==> src/rtl/idex_alu_decode_pkg.sv <==
// Shared control definitions for the ID/EX ALU decode stage:
// ALUOp codes, opcode/funct constants and the ID/EX bundle.
package idex_alu_decode_pkg;

  typedef enum logic [4:0] {
    ALU_ADD  = 5'd0,
    ALU_SUB  = 5'd1,
    ALU_SLL  = 5'd2,
    ALU_SRL  = 5'd3,
    ALU_SRA  = 5'd4,
    ALU_AND  = 5'd5,
    ALU_OR   = 5'd6,
    ALU_XOR  = 5'd7,
    ALU_NOR  = 5'd8,
    ALU_SLT  = 5'd9,
    ALU_SLTU = 5'd10,
    ALU_LUI  = 5'd11,
    ALU_BNE  = 5'd12,
    ALU_BLEZ = 5'd13,
    ALU_BGTZ = 5'd14,
    ALU_BLTZ = 5'd15,
    ALU_BGEZ = 5'd16
  } aluop_e;

  localparam logic [5:0] OP_RTYPE = 6'h00;
  localparam logic [5:0] OP_REGIM = 6'h01;
  localparam logic [5:0] OP_BEQ   = 6'h04;
  localparam logic [5:0] OP_BNE   = 6'h05;
  localparam logic [5:0] OP_BLEZ  = 6'h06;
  localparam logic [5:0] OP_BGTZ  = 6'h07;
  localparam logic [5:0] OP_ADDI  = 6'h08;
  localparam logic [5:0] OP_ADDIU = 6'h09;
  localparam logic [5:0] OP_SLTI  = 6'h0A;
  localparam logic [5:0] OP_SLTIU = 6'h0B;
  localparam logic [5:0] OP_ANDI  = 6'h0C;
  localparam logic [5:0] OP_ORI   = 6'h0D;
  localparam logic [5:0] OP_XORI  = 6'h0E;
  localparam logic [5:0] OP_LUI   = 6'h0F;
  localparam logic [5:0] OP_LW    = 6'h23;
  localparam logic [5:0] OP_SW    = 6'h2B;

  localparam logic [5:0] F_SLL  = 6'h00;
  localparam logic [5:0] F_SRL  = 6'h02;
  localparam logic [5:0] F_SRA  = 6'h03;
  localparam logic [5:0] F_SLLV = 6'h04;
  localparam logic [5:0] F_SRLV = 6'h06;
  localparam logic [5:0] F_SRAV = 6'h07;
  localparam logic [5:0] F_ADD  = 6'h20;
  localparam logic [5:0] F_ADDU = 6'h21;
  localparam logic [5:0] F_SUB  = 6'h22;
  localparam logic [5:0] F_SUBU = 6'h23;
  localparam logic [5:0] F_AND  = 6'h24;
  localparam logic [5:0] F_OR   = 6'h25;
  localparam logic [5:0] F_XOR  = 6'h26;
  localparam logic [5:0] F_NOR  = 6'h27;
  localparam logic [5:0] F_SLT  = 6'h2A;
  localparam logic [5:0] F_SLTU = 6'h2B;

  typedef struct packed {
    logic        valid;
    aluop_e      aluop;
    logic [31:0] a;
    logic [31:0] b;
    logic [4:0]  dest;
    logic        reg_write;
    logic        mem_rd;
    logic        mem_wr;
    logic        branch;
    logic        take_if_zero;
  } id_ex_t;

  localparam id_ex_t IDEX_BUBBLE = '0;

endpackage

==> src/rtl/idex_alu_decode_alu_op_dec.sv <==
// Combinational decode of one instruction word into the
// next ID/EX bundle plus an illegal-instruction flag.
module alu_op_dec
  import idex_alu_decode_pkg::*;
(
  input  logic [31:0] i_instr,
  input  logic [31:0] i_rs_data,
  input  logic [31:0] i_rt_data,
  output id_ex_t      o_nxt,
  output logic        o_illegal
);

  logic [5:0]  w_op;
  logic [4:0]  w_rt;
  logic [4:0]  w_rd;
  logic [4:0]  w_shamt;
  logic [5:0]  w_funct;
  logic [31:0] w_sext;
  logic [31:0] w_zext;
  logic        w_unused;
  id_ex_t      w_d;
  logic        w_ill;

  assign w_op     = i_instr[31:26];
  assign w_rt     = i_instr[20:16];
  assign w_rd     = i_instr[15:11];
  assign w_shamt  = i_instr[10:6];
  assign w_funct  = i_instr[5:0];
  assign w_sext   = {{16{i_instr[15]}}, i_instr[15:0]};
  assign w_zext   = {16'b0, i_instr[15:0]};
  assign w_unused = ^i_instr[25:21];

  always_comb begin
    w_d       = IDEX_BUBBLE;
    w_ill     = 1'b0;
    w_d.valid = 1'b1;
    w_d.a     = i_rs_data;
    case (w_op)
      OP_RTYPE: begin
        w_d.b         = i_rt_data;
        w_d.dest      = w_rd;
        w_d.reg_write = 1'b1;
        case (w_funct)
          F_ADD, F_ADDU: w_d.aluop = ALU_ADD;
          F_SUB, F_SUBU: w_d.aluop = ALU_SUB;
          F_AND:  w_d.aluop = ALU_AND;
          F_OR:   w_d.aluop = ALU_OR;
          F_XOR:  w_d.aluop = ALU_XOR;
          F_NOR:  w_d.aluop = ALU_NOR;
          F_SLT:  w_d.aluop = ALU_SLT;
          F_SLTU: w_d.aluop = ALU_SLTU;
          F_SLL: begin
            w_d.aluop = ALU_SLL;
            w_d.a     = {27'b0, w_shamt};
          end
          F_SRL: begin
            w_d.aluop = ALU_SRL;
            w_d.a     = {27'b0, w_shamt};
          end
          F_SRA: begin
            w_d.aluop = ALU_SRA;
            w_d.a     = {27'b0, w_shamt};
          end
          F_SLLV: w_d.aluop = ALU_SLL;
          F_SRLV: w_d.aluop = ALU_SRL;
          F_SRAV: w_d.aluop = ALU_SRA;
          default: w_ill = 1'b1;
        endcase
      end
      OP_ADDI, OP_ADDIU, OP_SLTI, OP_SLTIU,
      OP_LW, OP_SW: begin
        w_d.b         = w_sext;
        w_d.dest      = w_rt;
        w_d.reg_write = (w_op != OP_SW);
        w_d.mem_rd    = (w_op == OP_LW);
        w_d.mem_wr    = (w_op == OP_SW);
        unique case (1'b1)
          (w_op == OP_SLTI):  w_d.aluop = ALU_SLT;
          (w_op == OP_SLTIU): w_d.aluop = ALU_SLTU;
          default:            w_d.aluop = ALU_ADD;
        endcase
      end
      OP_ANDI, OP_ORI, OP_XORI, OP_LUI: begin
        w_d.b         = w_zext;
        w_d.dest      = w_rt;
        w_d.reg_write = 1'b1;
        unique case (1'b1)
          (w_op == OP_ANDI): w_d.aluop = ALU_AND;
          (w_op == OP_ORI):  w_d.aluop = ALU_OR;
          (w_op == OP_XORI): w_d.aluop = ALU_XOR;
          default:           w_d.aluop = ALU_LUI;
        endcase
      end
      OP_BEQ, OP_BNE: begin
        w_d.aluop        = ALU_BNE;
        w_d.b            = i_rt_data;
        w_d.branch       = 1'b1;
        w_d.take_if_zero = (w_op == OP_BNE);
      end
      OP_BLEZ, OP_BGTZ: begin
        w_d.aluop        = (w_op == OP_BLEZ) ? ALU_BLEZ
                                             : ALU_BGTZ;
        w_d.branch       = 1'b1;
        w_d.take_if_zero = 1'b1;
      end
      OP_REGIM: begin
        w_d.branch       = 1'b1;
        w_d.take_if_zero = 1'b1;
        unique case (1'b1)
          (w_rt == 5'd0): w_d.aluop = ALU_BLTZ;
          (w_rt == 5'd1): w_d.aluop = ALU_BGEZ;
          default:        w_ill     = 1'b1;
        endcase
      end
      default: w_ill = 1'b1;
    endcase
    // $0 is hardwired; never claim a write to it
    if (w_d.dest == 5'd0) w_d.reg_write = 1'b0;
    o_illegal = w_ill;
    o_nxt     = w_ill ? IDEX_BUBBLE : w_d;
  end

endmodule

==> src/rtl/idex_alu_decode.sv <==
// ID/EX pipeline register with stall/flush priority around
// the combinational ALU-op decoder.
module idex_alu_decode
  import idex_alu_decode_pkg::*;
(
  input  logic        clk,
  input  logic        rst,
  input  logic        stall,
  input  logic        flush,
  input  logic        id_valid,
  input  logic [31:0] id_instr,
  input  logic [31:0] id_rs_data,
  input  logic [31:0] id_rt_data,
  output logic        ex_valid,
  output logic [4:0]  ex_aluop,
  output logic [31:0] ex_a,
  output logic [31:0] ex_b,
  output logic [4:0]  ex_dest,
  output logic        ex_reg_write,
  output logic        ex_mem_rd,
  output logic        ex_mem_wr,
  output logic        ex_branch,
  output logic        ex_take_if_zero,
  output logic        ex_illegal
);

  id_ex_t w_nxt;
  logic   w_ill;
  id_ex_t r_q;
  logic   r_ill;

  alu_op_dec u_dec (
    .i_instr   (id_instr),
    .i_rs_data (id_rs_data),
    .i_rt_data (id_rt_data),
    .o_nxt     (w_nxt),
    .o_illegal (w_ill)
  );

  always_ff @(posedge clk) begin
    if (rst) begin
      r_q   <= IDEX_BUBBLE;
      r_ill <= 1'b0;
    end else if (flush) begin
      r_q   <= IDEX_BUBBLE;
      r_ill <= 1'b0;
    end else if (stall) begin
      r_q   <= r_q;
      r_ill <= r_ill;
    end else if (!id_valid) begin
      r_q   <= IDEX_BUBBLE;
      r_ill <= 1'b0;
    end else begin
      r_q   <= w_nxt;
      r_ill <= w_ill;
    end
  end

  assign ex_valid        = r_q.valid;
  assign ex_aluop        = r_q.aluop;
  assign ex_a            = r_q.a;
  assign ex_b            = r_q.b;
  assign ex_dest         = r_q.dest;
  assign ex_reg_write    = r_q.reg_write;
  assign ex_mem_rd       = r_q.mem_rd;
  assign ex_mem_wr       = r_q.mem_wr;
  assign ex_branch       = r_q.branch;
  assign ex_take_if_zero = r_q.take_if_zero;
  assign ex_illegal      = r_ill;

endmodule

==> config.mk <==
export PLATFORM = sky130hd
export DESIGN_NAME = idex_alu_decode
export DESIGN_NICKNAME = d
export VERILOG_FILES = /design/src/rtl/idex_alu_decode_pkg.sv /design/src/rtl/idex_alu_decode_alu_op_dec.sv /design/src/rtl/idex_alu_decode.sv
export SDC_FILE = /design/constraint.sdc
export NUM_CORES = 1
export LEC_CHECK = 0
export ABC_AREA = 0
export CAP_MARGIN = 20
export CORE_MARGIN = 3
export CORE_UTILIZATION = 50
export DETAILED_ROUTE_END_ITERATION = 12
export PLACE_DENSITY = 0.95
export SYNTH_ARGS = -nofsm -noshare
export SYNTH_HDL_FRONTEND = slang
export SYNTH_HIERARCHICAL = 1
export SYNTH_SLANG_ARGS = --single-unit
export TNS_END_PERCENT = 1
==> constraint.sdc <==
create_clock -name clk -period 3.4 [get_ports clk]
set_input_delay 1.02 -clock clk [delete_from_list [all_inputs] [get_ports clk]]
set_output_delay 1.02 -clock clk [all_outputs]
set_load 0.02 [all_outputs]
==> results of run 1 <==
synth_stat cells (4+ instances only):
cell      count
a22oi_1      21
buf_2        28
clkbuf_8      4
clkbuf_1      9
nor2b_1       4
nand3b_1     81
a211oi_2     44
nand2b_1      4
mux2i_1       6
nor3b_1      12
dfxtp_1      81
buf_4         7
o21ai_0       7
o211ai_1      4
nor3b_2      15
buf_6        22
nand2_1      86
inv_1         7
a21oi_1      24
nor2_1        7
nand3_1       4
a21oi_2      80
power groups by stage:
stage               Combinational [mW]  Sequential (mW)  Clock, mW
floorplan                        0.246            0.982          0
global placement                 0.395            0.977          0
detailed placement               0.406            0.977          0
CTS                              0.408            0.954      0.736
global route                     0.441            0.955      0.778
finish                           0.412            0.954      0.728
path summary, 6_finish.rpt:
kind	end	depth (start not counted)	from
worst max-delay path	ex_a[8]$_SDFFE_PP0N_	8	id_instr[17]
worst min-delay path	ex_dest[3]$_SDFFE_PP0N_	2	ex_dest[3]$_SDFFE_PP0N_
worst max register to register	ex_valid$_SDFFE_PP0N_	2	ex_valid$_SDFFE_PP0N_
worst min register to register	ex_dest[3]$_SDFFE_PP0N_	2	ex_dest[3]$_SDFFE_PP0N_
stage by stage:
step	area [um2]	hold slack, ns	worst slack (ns)
after floorplan	5470	0.530	0.853
after global placement	7150	0.448	0.172
after detailed placement	7150	0.457	0.0737
after CTS	7340	0.470	0.444
after global routing	7340	0.488	0.305
final	7340	0.470	0.418
cell type report:
cell class                 instances  share of cell area (%)
tap                              136                    2.32
timing repair buffer             199                    27.4
inverter                           7                   0.358
sequential                        81                    22.1
clock buffer                      12                    1.98
multi-input combinational        436                    45.1
clock inverter                     4                   0.698
sequential cells by signal (all words and copies together) (netlist names), 5 cells and up:
signal,flops
ex_b,32
ex_aluop,5
ex_dest,5
ex_a,32
worst reg2reg max path, stage by stage, from the launching register on:
cell and delay, ns:
dfxtp_1 0.38, nand2_1 0.09, a21oi_2 0.13
metal layers:
| layer | up-vias | GRT usage, % | part of all wire [%] |
|---|---|---|---|
| met5 | - | 0 | 0 |
| met4 | 0 | 9.85 | 2.8 |
| met3 | 36 | 7.01 | 6.9 |
| met2 | 231 | 44.6 | 50 |
| met1 | 2518 | 30.7 | 40 |
| li1 | 2425 | - | - |
cell usage in the layout (no fill, tap or decap), drive strengths merged, types with 2 or more instances in the layout:
cell	netlist	routed
buf	58	25
o211ai	4	4
nand3	4	4
nor4	2	2
nand2	86	86
a21boi	2	2
a22oi	21	21
nor3b	27	27
a31oi	3	3
a211oi	46	46
nand2b	4	4
or2	4	4
dfxtp	81	81
nor2b	4	4
a21oi	104	104
o221ai	2	2
mux2i	6	6
or4	2	2
clkdlybuf4s50	0	174
o21ai	8	8
inv	7	8
clkbuf	13	12
nor2	7	7
nand3b	81	81
nor3	2	2
and2	3	3
kinds of logic after synthesis:
logic type / synth area share (%)
flops: 29.6
buf+inv: 10.2
compound gates: 32.8
simple gates: 26.1
mux: 1.10
fa+ha+maj: 0.183
==> impl_metrics.tcl, run 1 <==
set metrics [dict create \
    status "finished clean" \
    worst_pin_slew_ns 0.848 \
    dp_cells 859 \
    antenna_found_initial 0 \
    synthFlopType "dfxtp_1" \
    cp.buffers_inverters 2 \
    synth_warnings 6 \
    hp-class "reg -> reg" \
    cts_tree "yes" \
    finalNonFillerCells 875 \
    syn_area_mm2 0.00547 \
    die_x_um 111 \
    place_congestion 0.880 \
    die-area_mm2 0.0122 \
    drive_gt1_share_pct 25.6 \
    drt-initial-drc-count 533 \
    synth_edf_count 0 \
    track_usage_pct 25.9 \
    final.min_clock_period_ns 2.98 \
    grt_pass1_vias 5280 \
    required_ns 3.69 \
    cts_setup_buffers 0 \
    antenna_cells 0 \
    yosysTopAreaCell "dfxtp_1" \
    num_rows 37 \
    layout.area.seq_mm2 0.00162 \
    dp_hpwl_mm 11.2 \
    start_util_pct 52.3 \
    core_area_mm2 0.0105 \
    fin_crit_sh_pct 87.7 \
    crit_path_max_fanout 15 \
    grt-ovfl-total 0 \
    nets 835 \
    ios 182 \
    htree_levels 3 \
    switching_share_pct 28.1 \
    cp_cell_sequence "clkdlybuf4s50_1, or4_4, a31oi_1, o21ai_4, buf_4, nor3b_1, nand3b_1, a21oi_2" \
    wl_per_cell_um 18.5 \
    finalHoldViolations 0 \
    setup_viol 0 \
    criticalPathCategory "in -> reg" \
    wl_mm 16.2 \
    die_y_um 111 \
    cp-start-kind "input port" \
    netlist.area_leader.share_pct 29.6 \
    drt_drc_violations_left 0 \
    peakVddDrop_v 0.000222 \
    syn_inst 595 \
    port_buffers 176 \
    root_buffer "clkbuf_8" \
    clock_skew_ns 0 \
    route.vias.total 5210 \
    clockBufferDepth 2 \
    power_frac_comb_pct 19.7 \
    pwr-share-seq_pct 45.6 \
    hold_buffers 0 \
    ys_types 52 \
    ys_top_cells_by_area "dfxtp_1 (30%), a21oi_2 (13%), nand3b_1 (11%)" \
    intPower_mw 1.51 \
    postRouteAntennaNets 0 \
    cts_resized 0 \
    synthArstFlopShare_pct 0 \
    synth_nets 696 \
    cp-end-kind "flop" \
    ys_seq_area_share_pct 29.6 \
    vias_per_cell 5.95 \
    grt_pass1_wl_mm 26.7 \
    clock.fmax_ghz 0.335 \
    relSlewSlack_pct 43.4 \
    cap_violations 0 \
    crit_arrival_ns 3.27 \
    n_fill_cell 782 \
    multi_input_area_mm2 0.00332 \
    cp_slowest_cell "or4_4" \
    clock_latency_ns 0.36 \
    dr.pass1.iters 5 \
    setup_tns_ns 0 \
    drv_slew 0 \
    grt_start_max_net_pins 87 \
    numCtsBuffers 9 \
    p_sw_mw 0.588 \
    leakagePower_nw 2.07 \
    cts.sinks 81 \
    totalPowerFinal_mw 2.09 \
    p_clk_share_pct 34.8 \
    r2r_slack_ns 2.74 \
    clk_pin_slew_ns 0.08 \
    rsz0062_at_grt "no" \
    syn_area_per_cell_um2 9.19 \
    max_stage_delay_ns 0.58 \
    p_per_area_mw_per_mm2 285 \
    syn_to_final_growth_pct 34.3 \
    synth_seq_cells 81 \
    postLayoutCoreUtil_pct 70.2 \
    crit_family "simple AND/OR/NAND/NOR gates" \
]
No activity file was read; power rests on OpenSTA's default activity.
==> run 2: changes to the inputs <==
--- a/config.mk
+++ b/config.mk
@@ -8,9 +8,9 @@
 export ABC_AREA = 0
 export CAP_MARGIN = 20
 export CORE_MARGIN = 3
-export CORE_UTILIZATION = 50
+export CORE_UTILIZATION = 25
 export DETAILED_ROUTE_END_ITERATION = 12
-export PLACE_DENSITY = 0.95
+export PLACE_DENSITY = 0.59
 export SYNTH_ARGS = -nofsm -noshare
 export SYNTH_HDL_FRONTEND = slang
 export SYNTH_HIERARCHICAL = 1
==> run 2 against run 1 <==
Against the previous run:
- combinational power rose by 5.6%
- critical path type unchanged
- clock skew unchanged
- final area increased by 5.7%
- register-to-register slack improved by 0.02 ns
- first-iteration DRC count fell by 62%
- critical endpoint is now ex_a[15]$_SDFFE_PP0N_
- cell count is 17% higher
- die area is 94% higher
- flip-flop and latch count did not move
- maximum frequency grew 0.40%
- via count is 4.5% lower
- non-clock buffer count rose by 6
==> impl_metrics.tcl, run 2 (same netlist as run 1, synthesis figures left out) <==
set metrics [dict create \
    required_ns 3.67 \
    rsz0062_at_grt "no" \
    route.vias.total 4973 \
    hp-class "reg -> reg" \
    die-area_mm2 0.0237 \
    grt_start_max_net_pins 82 \
    worst_r2r_path_depth 2 \
    clockBufferDepth 2 \
    port_buffers 176 \
    drt_drc_violations_left 0 \
    finalNonFillerCells 1020 \
    place_congestion 0.767 \
    cp-end-kind "flop" \
    setup_tns_ns 0 \
    clock_latency_ns 0.33 \
    cts_tree "yes" \
    start_util_pct 25.7 \
    dp_cells 1004 \
    layout_commonest_cell "clkdlybuf4s50_1" \
    holdPathEnd "ex_aluop[1]$_SDFFE_PP0N_" \
    worst_pin_slew_ns 0.593 \
    die_y_um 154 \
    cts_resized 0 \
    root_buffer "clkbuf_16" \
    n_fill_cell 2195 \
    p_per_area_mw_per_mm2 321 \
    drt-initial-drc-count 203 \
    grt-ovfl-total 0 \
    die_x_um 154 \
    drv_slew 0 \
    grt_pass1_vias 4932 \
    leakagePower_nw 2.18 \
    antenna_found_initial 0 \
    multi_input_area_mm2 0.00332 \
    core_area_mm2 0.0213 \
    drive_gt1_share_pct 26.3 \
    clock_skew_ns 0 \
    nets 841 \
    cp-start-kind "input port" \
    clk_pin_slew_ns 0.06 \
    wl_per_cell_um 17.9 \
    regToRegStartpoint "ex_b[31]$_SDFFE_PP0N_" \
    syn_to_final_growth_pct 41.9 \
    crit_arrival_ns 3.24 \
    grt_pass1_wl_mm 28.5 \
    wl_mm 18.2 \
    r2r_slack_ns 2.76 \
    ios 182 \
    cts_setup_buffers 0 \
    worstHoldStart "ex_aluop[1]$_SDFFE_PP0N_" \
    vias_per_cell 4.88 \
    setup_viol 0 \
    r2r-end "ex_b[31]$_SDFFE_PP0N_" \
    postRouteAntennaNets 0 \
    hold_depth 2 \
    fin_crit_sh_pct 87.3 \
    final.min_clock_period_ns 2.97 \
    crit_path_max_fanout 35 \
    htree_levels 3 \
    dr.pass1.iters 4 \
    dp_hpwl_mm 12.6 \
    cts.sinks 81 \
    final_cell_mix "clkdlybuf4s50_1 (174), nand2_1 (86), nand3b_1 (81), dfxtp_1 (81), a21oi_2 (80)" \
    clock.fmax_ghz 0.337 \
    peakVddDrop_v 0.000189 \
    hold_buffers 0 \
    track_usage_pct 14.9 \
    status "finished clean" \
    setup_ws_ns 0.430 \
    relSlewSlack_pct 60.5 \
    finalHoldViolations 0 \
    cap_violations 0 \
    numCtsBuffers 9 \
    dp_slack_ns 0.0909 \
    criticalPathCategory "in -> reg" \
    antenna_cells 0 \
    num_rows 53 \
    postLayoutCoreUtil_pct 36.5 \
    layout.area.seq_mm2 0.00162 \
]
[run 2: cell count changes in the layout (fill, tap and decap cells not counted), sizes merged]
| cell | change |
|---|---|
| buf | +6 |
| bufinv | +1 |
| clkinv | -1 |
| clkinvlp | +1 |
| inv | -1 |
[run 2: how the worst max path moves through the flow]
stage | start | cells after the start | to | slack (ns)
after global routing | id_instr[17] | 8 | ex_a[13]$_SDFFE_PP0N_ | 0.30
after floorplan | id_instr[17] | 8 | ex_a[17]$_SDFFE_PP0N_ | 0.85
after CTS | id_instr[17] | 8 | ex_a[15]$_SDFFE_PP0N_ | 0.46
after detailed placement | id_instr[17] | 8 | ex_a[5]$_SDFFE_PP0N_ | 0.09
final | id_instr[17] | 8 | ex_a[15]$_SDFFE_PP0N_ | 0.43
after global placement | id_instr[17] | 8 | ex_a[14]$_SDFFE_PP0N_ | 0.12
[run 2: final cells by class]
type,count,share of cell area (%)
Clock buffer,12,3.30
Clock inverter,4,0.967
Inverter,7,0.339
Multi-Input combinational cell,436,42.7
Sequential cell,81,20.9
Tap cell,275,4.43
Timing Repair Buffer,205,27.3
[run 2: stage by stage]
step / hold slack (ns) / power [mW] / cell area, um2
final: 0.460 / 2.49 / 7760
after global routing: 0.476 / 2.59 / 7760
after CTS: 0.462 / 2.54 / 7760
after detailed placement: 0.452 / 1.41 / 7430
after global placement: 0.444 / 1.41 / 7430
after floorplan: 0.530 / 1.23 / 5470
[run 2: power breakdown]
| group | switching (mW) | internal, mW | leakage, nW |
|---|---|---|---|
| registers | 0.00217 | 0.953 | 0.653 |
| logic | 0.230 | 0.205 | 1.37 |
| clock network | 0.416 | 0.685 | 0.155 |
| total | 0.648 | 1.84 | 2.18 |
[run 2: critical path, cell delays in order]
cell and delay (ns):
clkdlybuf4s50_1 0.45, or4_4 0.58, a31oi_1 0.28, o21ai_4 0.17, buf_12 0.22, nor3b_1 0.21
nand3b_1 0.12, a21oi_2 0.15
[run 2: layer usage]
metal | GRT usage (%) | up-vias | wire length, um
met5 | 0 | - | 0
met4 | 3.74 | 0 | 233
met3 | 3.60 | 13 | 951
met2 | 23.7 | 130 | 8590
met1 | 20.3 | 2391 | 8460
li1 | - | 2439 | -
